## config.mk

```make
export PLATFORM = sky130hd
export DESIGN_NAME = reg_writeback_queue
export DESIGN_NICKNAME = d
export VERILOG_FILES = /design/src/rtl/reg_writeback_queue.sv
export SDC_FILE = /design/constraint.sdc
export NUM_CORES = 1
export LEC_CHECK = 0
export CAP_MARGIN = 20
export CORE_MARGIN = 2
export CORE_UTILIZATION = 25
export DETAILED_ROUTE_END_ITERATION = 12
export GPL_ROUTABILITY_DRIVEN = 0
export SKIP_CTS_REPAIR_TIMING = 1
export SYNTH_ARGS = -nofsm -noshare
export SYNTH_HDL_FRONTEND = slang
export SYNTH_SLANG_ARGS = --single-unit
```

## constraint.sdc

```tcl
create_clock -name clk -period 5.8 [get_ports clk]
set_clock_uncertainty 0.2 [all_clocks]
set_input_delay 1.74 -clock clk [delete_from_list [all_inputs] [get_ports clk]]
set_output_delay 1.74 -clock clk [all_outputs]
set_load 0.02 [all_outputs]
```

## src/rtl/reg_writeback_queue.sv

```systemverilog
// Writeback queue for the 32x32 register file: buffers {addr,data} results and drains one per cycle
// to a registered write port (push at E0 -> wr_en at E1); in_ready drops when full. Bypass: WBQ_BYPASS_EN.
module reg_writeback_queue #(
  parameter int DEPTH  = 4,
  parameter int ADDR_W = 5,
  parameter int DATA_W = 32
) (
  input  logic                      clk,
  input  logic                      rst_n,
  input  logic                      in_valid,
  output logic                      in_ready,
  input  logic [ADDR_W-1:0]         in_addr,
  input  logic [DATA_W-1:0]         in_data,
  input  logic                      flush,
  input  logic                      wr_stall,
  output logic                      wr_en,
  output logic [ADDR_W-1:0]         wr_addr,
  output logic [DATA_W-1:0]         wr_data,
  input  logic [ADDR_W-1:0]         rd_addr1,
  input  logic [ADDR_W-1:0]         rd_addr2,
  output logic                      byp_hit1,
  output logic [DATA_W-1:0]         byp_data1,
  output logic                      byp_hit2,
  output logic [DATA_W-1:0]         byp_data2,
  output logic [$clog2(DEPTH):0]    count
);

  localparam int PTR_W = $clog2(DEPTH);
  localparam int CNT_W = PTR_W + 1;

  typedef struct packed {
    logic [ADDR_W-1:0] addr;
    logic [DATA_W-1:0] data;
  } entry_t;

  entry_t             mem_q [DEPTH];
  entry_t             mem_d [DEPTH];
  logic [PTR_W-1:0]   head_q, head_d;
  logic [PTR_W-1:0]   tail_q, tail_d;
  logic [CNT_W-1:0]   count_q, count_d;
  logic               wr_en_q, wr_en_d;
  logic [ADDR_W-1:0]  wr_addr_q, wr_addr_d;
  logic [DATA_W-1:0]  wr_data_q, wr_data_d;
  logic               push_vld;
  logic               drain_vld;

  assign in_ready = rst_n && (count_q < CNT_W'(DEPTH));

  // Writes to r0 complete the handshake but are dropped; flush discards a same-edge push/drain.
  assign push_vld  = in_valid && in_ready && (in_addr != '0) && !flush;
  assign drain_vld = (count_q != '0) && !wr_stall && !flush;

  always_comb begin
    mem_d     = mem_q;
    head_d    = head_q;
    tail_d    = tail_q;
    count_d   = count_q;
    wr_en_d   = 1'b0;
    wr_addr_d = wr_addr_q;
    wr_data_d = wr_data_q;
    if (flush) begin
      head_d  = '0;
      tail_d  = '0;
      count_d = '0;
    end else begin
      if (push_vld) begin
        mem_d[tail_q] = '{addr: in_addr, data: in_data};
        tail_d        = tail_q + 1'b1;
      end
      if (drain_vld) begin
        wr_en_d   = 1'b1;
        wr_addr_d = mem_q[head_q].addr;
        wr_data_d = mem_q[head_q].data;
        head_d    = head_q + 1'b1;
      end
      count_d = count_q + CNT_W'(push_vld) - CNT_W'(drain_vld);
    end
  end

  always_ff @(posedge clk) begin
    if (!rst_n) begin
      head_q    <= '0;
      tail_q    <= '0;
      count_q   <= '0;
      wr_en_q   <= 1'b0;
      wr_addr_q <= '0;
      wr_data_q <= '0;
    end else begin
      head_q    <= head_d;
      tail_q    <= tail_d;
      count_q   <= count_d;
      wr_en_q   <= wr_en_d;
      wr_addr_q <= wr_addr_d;
      wr_data_q <= wr_data_d;
    end
  end

  // Storage needs no reset: occupancy alone decides which entries are live.
  always_ff @(posedge clk) begin
    mem_q <= mem_d;
  end

  assign wr_en   = wr_en_q;
  assign wr_addr = wr_addr_q;
  assign wr_data = wr_data_q;
  assign count   = count_q;

`ifdef WBQ_BYPASS_EN
  logic [ADDR_W-1:0] rd_addr_c [2];
  logic              byp_hit_c [2];
  logic [DATA_W-1:0] byp_data_c [2];
  logic [PTR_W-1:0]  idx_c [DEPTH];

  assign rd_addr_c[0] = rd_addr1;
  assign rd_addr_c[1] = rd_addr2;

  always_comb begin
    for (int i = 0; i < DEPTH; i++) begin
      idx_c[i] = head_q + PTR_W'(i);
    end
  end

  // Oldest-to-newest scan so the newest queued match wins; the in-flight write is the fallback.
  always_comb begin
    for (int p = 0; p < 2; p++) begin
      byp_hit_c[p]  = 1'b0;
      byp_data_c[p] = '0;
      if (wr_en_q && (wr_addr_q == rd_addr_c[p])) begin
        byp_hit_c[p]  = 1'b1;
        byp_data_c[p] = wr_data_q;
      end
      for (int i = 0; i < DEPTH; i++) begin
        if ((CNT_W'(i) < count_q) && (mem_q[idx_c[i]].addr == rd_addr_c[p])) begin
          byp_hit_c[p]  = 1'b1;
          byp_data_c[p] = mem_q[idx_c[i]].data;
        end
      end
      if (rd_addr_c[p] == '0) begin
        byp_hit_c[p]  = 1'b0;
        byp_data_c[p] = '0;
      end
    end
  end

  assign byp_hit1  = byp_hit_c[0];
  assign byp_data1 = byp_data_c[0];
  assign byp_hit2  = byp_hit_c[1];
  assign byp_data2 = byp_data_c[1];
`else
  logic unused_rd_addr;
  assign unused_rd_addr = ^{rd_addr1, rd_addr2};
  assign byp_hit1  = 1'b0;
  assign byp_data1 = '0;
  assign byp_hit2  = 1'b0;
  assign byp_data2 = '0;
`endif

endmodule

```

# --- After elaboration in Yosys (flattened, before gate mapping) ---
# Index checks and enable logic that the tools add are counted.
totals:
  register_bits: 193
  output_inout_bits: 108
  inputBits: 52
  elab_cells: 47
classes:
  reduce_logical: 14
  n_bitwise: 4
  add_sub_neg: 4
  n_mux: 7
  order_cmp: 4
ops:
  columns: ["cell", "n"]
  rows:
  - ["148-bit bitwise mux", 1]
  - ["37-bit two-way mux", 3]
  - ["37-bit binary-select mux with 2-bit select", 1]
  - ["37-bit demux with 2-bit select", 1]
  - ["1-bit logical AND", 7]
  - ["3-bit >= comparator, second input constant", 2]
  - ["2-bit inverter with 3-bit output", 2]
  - ["5-bit nonzero test", 1]
  - ["2-bit by 1-bit adder with 2-bit output, second input constant", 2]
  - ["2-bit AND reduction", 2]
  - ["3-bit by 1-bit adder with 3-bit output", 1]
  - ["3-bit by 1-bit less-than comparator with 1-bit output, second input constant", 1]
  - ["3-bit less-than comparator, second input constant", 1]
  - ["3-bit nonzero test", 1]
  - ["3-bit by 1-bit subtractor with 3-bit output", 1]
  - ["1-bit logical NOT", 2]
  - ["1-bit inverter", 2]
  - ["2-bit OR reduction", 1]
  - ["1-bit two-way mux", 1]

# --- Longest topological paths before layout ---
depth:
  ltp_word: 7
  depth_mapped: 11
  ltp_nobuf: 11

# --- Worst setup path before layout ---
# OpenSTA, ideal clock, no wires.
synth_timing:
  kind: "input-to-output"
  from: "input port rst_n"
  to: "output port in_ready"
  arrival_time_ps: 2067
  required_time_ps: 3860
  stages: 1
  setup_slack_ps: 1793
  n_path_buf: 0
  cell_sequence: "nor2b_1"
synth_between:
  elab_chain_cells: 1
synth_lines:
  columns: ["item", "line_no", "text"]
  rows:
  - ["start, declared", "9", "input logic rst_n,"]
  - ["1-bit logical AND", "47", "assign in_ready = rst_n && (count_q < CNT_W'(DEPTH));"]
  - ["end, declared", "11", "output logic in_ready,"]
# No other way between the ends.

# --- Worst setup path after layout ---
# Same ends and word-level chain as after synthesis.

==> impl_summary.log <==
INFO  metric post-dp-hpwl = approximately 9300 um
INFO  metric timing_max_transition_violations_final = 0
INFO  metric m1WireLength = approximately 7000 um
INFO  metric setup.worst_path.start_class = primary input
INFO  metric cts_num_sinks = 193
INFO  metric firstDrtPassIters = 4
INFO  metric final_cells = ~890
INFO  metric tightest_slew_margin_relative_to_the_limit = 0.3309
INFO  metric tritoncts = yes
INFO  metric tightestPinTransition = 1.004 ns
INFO  metric cp_common_cell = sky130_fd_sc_hd__clkdlybuf4s50_1
INFO  metric drive_gt1_frac = 0.1349
INFO  metric critical_path.endpoint_type = output port
INFO  metric clk_root_buffer_cell = sky130_fd_sc_hd__clkbuf_16
INFO  metric cts_buffers = 17
INFO  metric portBuffers = between 80 and 90
INFO  metric final_net_count = between 500 and 600
INFO  metric ir_worst_vdd = ~0.16 mV
INFO  metric grt_max_degree = 42
INFO  metric netlist_instances = 400
INFO  metric ys_seq_elements = 193
INFO  metric remaining_drc_errors = 0
INFO  metric layout.cells.most_common_list = sky130_fd_sc_hd__edfxtp_1 (148), sky130_fd_sc_hd__clkdlybuf4s50_1 (83), sky130_fd_sc_hd__conb_1 (66)
INFO  metric dr.max_layer_used = met4
INFO  metric clkSlewWorstSetupHoldPaths = 0.07 ns
INFO  metric clkLatencyLatePin = around 0.43 ns
INFO  metric cts_buffer_depth = 2
INFO  metric die_h = 177.5 um
INFO  metric postRouteWirelength = approximately 15000 um
INFO  metric combined_global_route_utilization_of_all_metal_layers = 0.09877
INFO  metric routed_via_density = approximately 4.1
INFO  metric max_cap_violations = 0
INFO  metric routedWlPerCell = approximately 17 um
INFO  metric floorplan.die.width = approximately 180 um
INFO  metric area_taken_by_multi_input_logic_gates = roughly 0.0018 mm^2
INFO  metric dr_total_vias = approximately 3600
INFO  metric post_synth_main_area_contributors = sky130_fd_sc_hd__edfxtp_1 (59%), sky130_fd_sc_hd__dfxtp_1 (12%), sky130_fd_sc_hd__buf_4 (7.0%)
INFO  metric hold_class = flip-flop to flip-flop
INFO  metric layout_min_cycle_time = approximately 5 ns
INFO  metric timing_worst_setup_path_type = primary input to output port
INFO  metric placed_cells = roughly 860
INFO  metric final-seq-area = 0.005350 mm^2
INFO  metric synth.top_cell.area_share = 0.5907
INFO  metric setup-violations-final = 0
INFO  metric final.period_utilization = 0.8600
INFO  metric timing.critical_path.fanout_max = 5
INFO  metric setup.worst_path.start = rst_n
INFO  metric yosys_warnings = 0
INFO  metric grt_pass1_wl = between 20000 and 25000 um
INFO  metric diodes = 0
INFO  metric grt_pass1_vias = 3808
INFO  metric critPathMaxStageDelay = 0.61 ns
INFO  metric coreArea = 0.02964 mm^2
INFO  metric synthesis.area_per_instance = approximately 19 um^2
INFO  metric run_status = finished, final reports clean
INFO  metric critPathSlowestCell = sky130_fd_sc_hd__clkdlybuf4s50_1
INFO  metric tns = 0 ns
INFO  metric proportion_of_synthesized_chip_area_in_sequential_cells = 0.7105
INFO  metric arrival = about 3.1 ns
INFO  metric start_util = 0.2538
INFO  metric synth.cell_area = approximately 0.0075 mm^2
INFO  metric initial_antenna_violation_count = 0
INFO  metric num_io_pins = 160
INFO  metric met3RoutedLength = 811 um
INFO  metric core.rowCount = 63
INFO  metric fin_hold_ws = approximately 0.28 ns
INFO  metric die-area = roughly 0.031 mm^2
INFO  metric synth.largest_area_cell = sky130_fd_sc_hd__edfxtp_1
INFO  metric ctsHtreeMaxLevel = 4
INFO  metric powerDensity = 307.1 mW/mm^2
INFO  metric area_delta_synth_final = 21.64%
INFO  metric timing_hold_violations_final = 0
INFO  metric min_from = wr_data[7]$_SDFFE_PN0P_
INFO  metric antenna_violating_nets_post_route = 0
INFO  metric power.static_leakage = between 3 and 4 nW
INFO  metric overflow = 0
INFO  metric wl_met2 = 7135 um
INFO  metric rsz0062_at_grt = no
INFO  metric chain_of_cells_forming_the_critical_path = clkdlybuf4s50_1 > nor2b_1 > clkdlybuf4s50_1
INFO  metric drt_iter0_drc = 126
INFO  metric fmax = approximately 0.2 GHz
INFO  metric critical_path.reg2reg.startpoint = count[2]$_SDFF_PP0_
INFO  metric synthDistinctLibCells = 31
INFO  metric filler_cell_count = roughly 2900
INFO  metric final_common_cell = sky130_fd_sc_hd__edfxtp_1
INFO  metric worst-endpoint-required = a little under 4 ns
==> power by group <==
part	internal, mW	switching (mW)
clock	0.678	0.499
sequential	1.50	0.00571
combinational	0.0447	0.0823
total	2.22	0.587
==> logic make-up (layout without fill, tap and decap cells) <==
logic type	Yosys count	count (layout)	share of synthesized area
XOR/XNOR	1	1	0.001164
AND/OR/NAND/NOR	26	26	0.01929
other	1	66	0.0004984
buffers and inverters	90	129	0.08598
flip-flops	193	193	0.7105
multiplexers	39	39	0.1214
AO/OA/AOI/OAI	43	43	0.04856
adder cells (fa/ha/maj)	7	7	0.01264
==> worst paths after layout <==
kind                        endpoint  slack [ns]  depth (start not counted)
max                         in_ready        0.81                          3
min          wr_data[7]$_SDFFE_PN0P_        0.28                          1
max reg2reg      count[2]$_SDFF_PP0_        2.97                         11
min reg2reg  wr_data[7]$_SDFFE_PN0P_        0.28                          1
==> registers in the layout (all words and copies together), names as in the netlist <==
register  cells
head_q        2
count         3
tail_q        2
mem_q       148
wr_addr       5
wr_en         1
wr_data      32
==> critical path, delay by kind of cell <==
| family | cells | cell delay (ns) |
|---|---|---|
| AND/OR/NAND/NOR | 1 | 0.15 |
| buffers and inverters | 2 | 1.15 |
==> layout make-up <==
class,count,share of cell area
well taps,390,0.05332
multi-input cells,182,0.1954
flip-flops and latches,193,0.5846
clock buffers,25,0.05770
clock inverters,7,0.007383
inverters,5,0.002051
repair buffers,92,0.09954
==> per-layer routing <==
| metal | global-route usage | vias to the layer above |
|---|---|---|
| met3 | 0.02871 | 17 |
| li1 | - | 1623 |
| met5 | 0 | - |
| met4 | 0.03620 | 0 |
| met1 | 0.1270 | 1862 |
| met2 | 0.1579 | 145 |
==> cell usage after synthesis <==
master	count
sky130_fd_sc_hd__edfxtp_1	148
sky130_fd_sc_hd__buf_4	70
sky130_fd_sc_hd__dfxtp_1	45
sky130_fd_sc_hd__a22o_1	37
sky130_fd_sc_hd__mux4_2	21
sky130_fd_sc_hd__mux4_1	16
sky130_fd_sc_hd__buf_2	7
sky130_fd_sc_hd__ha_1	6
sky130_fd_sc_hd__buf_6	5
sky130_fd_sc_hd__inv_1	5
sky130_fd_sc_hd__nand2_1	5
sky130_fd_sc_hd__nor2_1	5
sky130_fd_sc_hd__and3_1	4
sky130_fd_sc_hd__clkbuf_1	3
sky130_fd_sc_hd__a21oi_1	2
sky130_fd_sc_hd__and2_1	2
sky130_fd_sc_hd__mux2i_1	2
sky130_fd_sc_hd__nand2b_1	2
sky130_fd_sc_hd__nor2b_1	2
sky130_fd_sc_hd__nor3_1	2
sky130_fd_sc_hd__a31o_1	1
sky130_fd_sc_hd__conb_1	1
sky130_fd_sc_hd__fa_1	1
sky130_fd_sc_hd__nor3_2	1
sky130_fd_sc_hd__nor3b_2	1
sky130_fd_sc_hd__o21a_1	1
sky130_fd_sc_hd__o21ai_0	1
sky130_fd_sc_hd__o311a_1	1
sky130_fd_sc_hd__or2_1	1
sky130_fd_sc_hd__or3_1	1
sky130_fd_sc_hd__xor2_1	1
==> stage by stage <==
step,total power [mW],worst slack (ns),area (um^2),util
2_1_floorplan,1.643,1.793,7767,-
3_3_place_gp,1.658,0.8122,8536,0.2880
3_5_place_dp,1.664,0.8139,8536,0.2880
4_1_cts,2.850,0.7961,9131,0.3081
5_1_grt,2.905,0.7412,9151,0.3088
6_report,2.810,0.8123,9151,0.3088
Note: power is estimated with default switching activity, not from simulation.
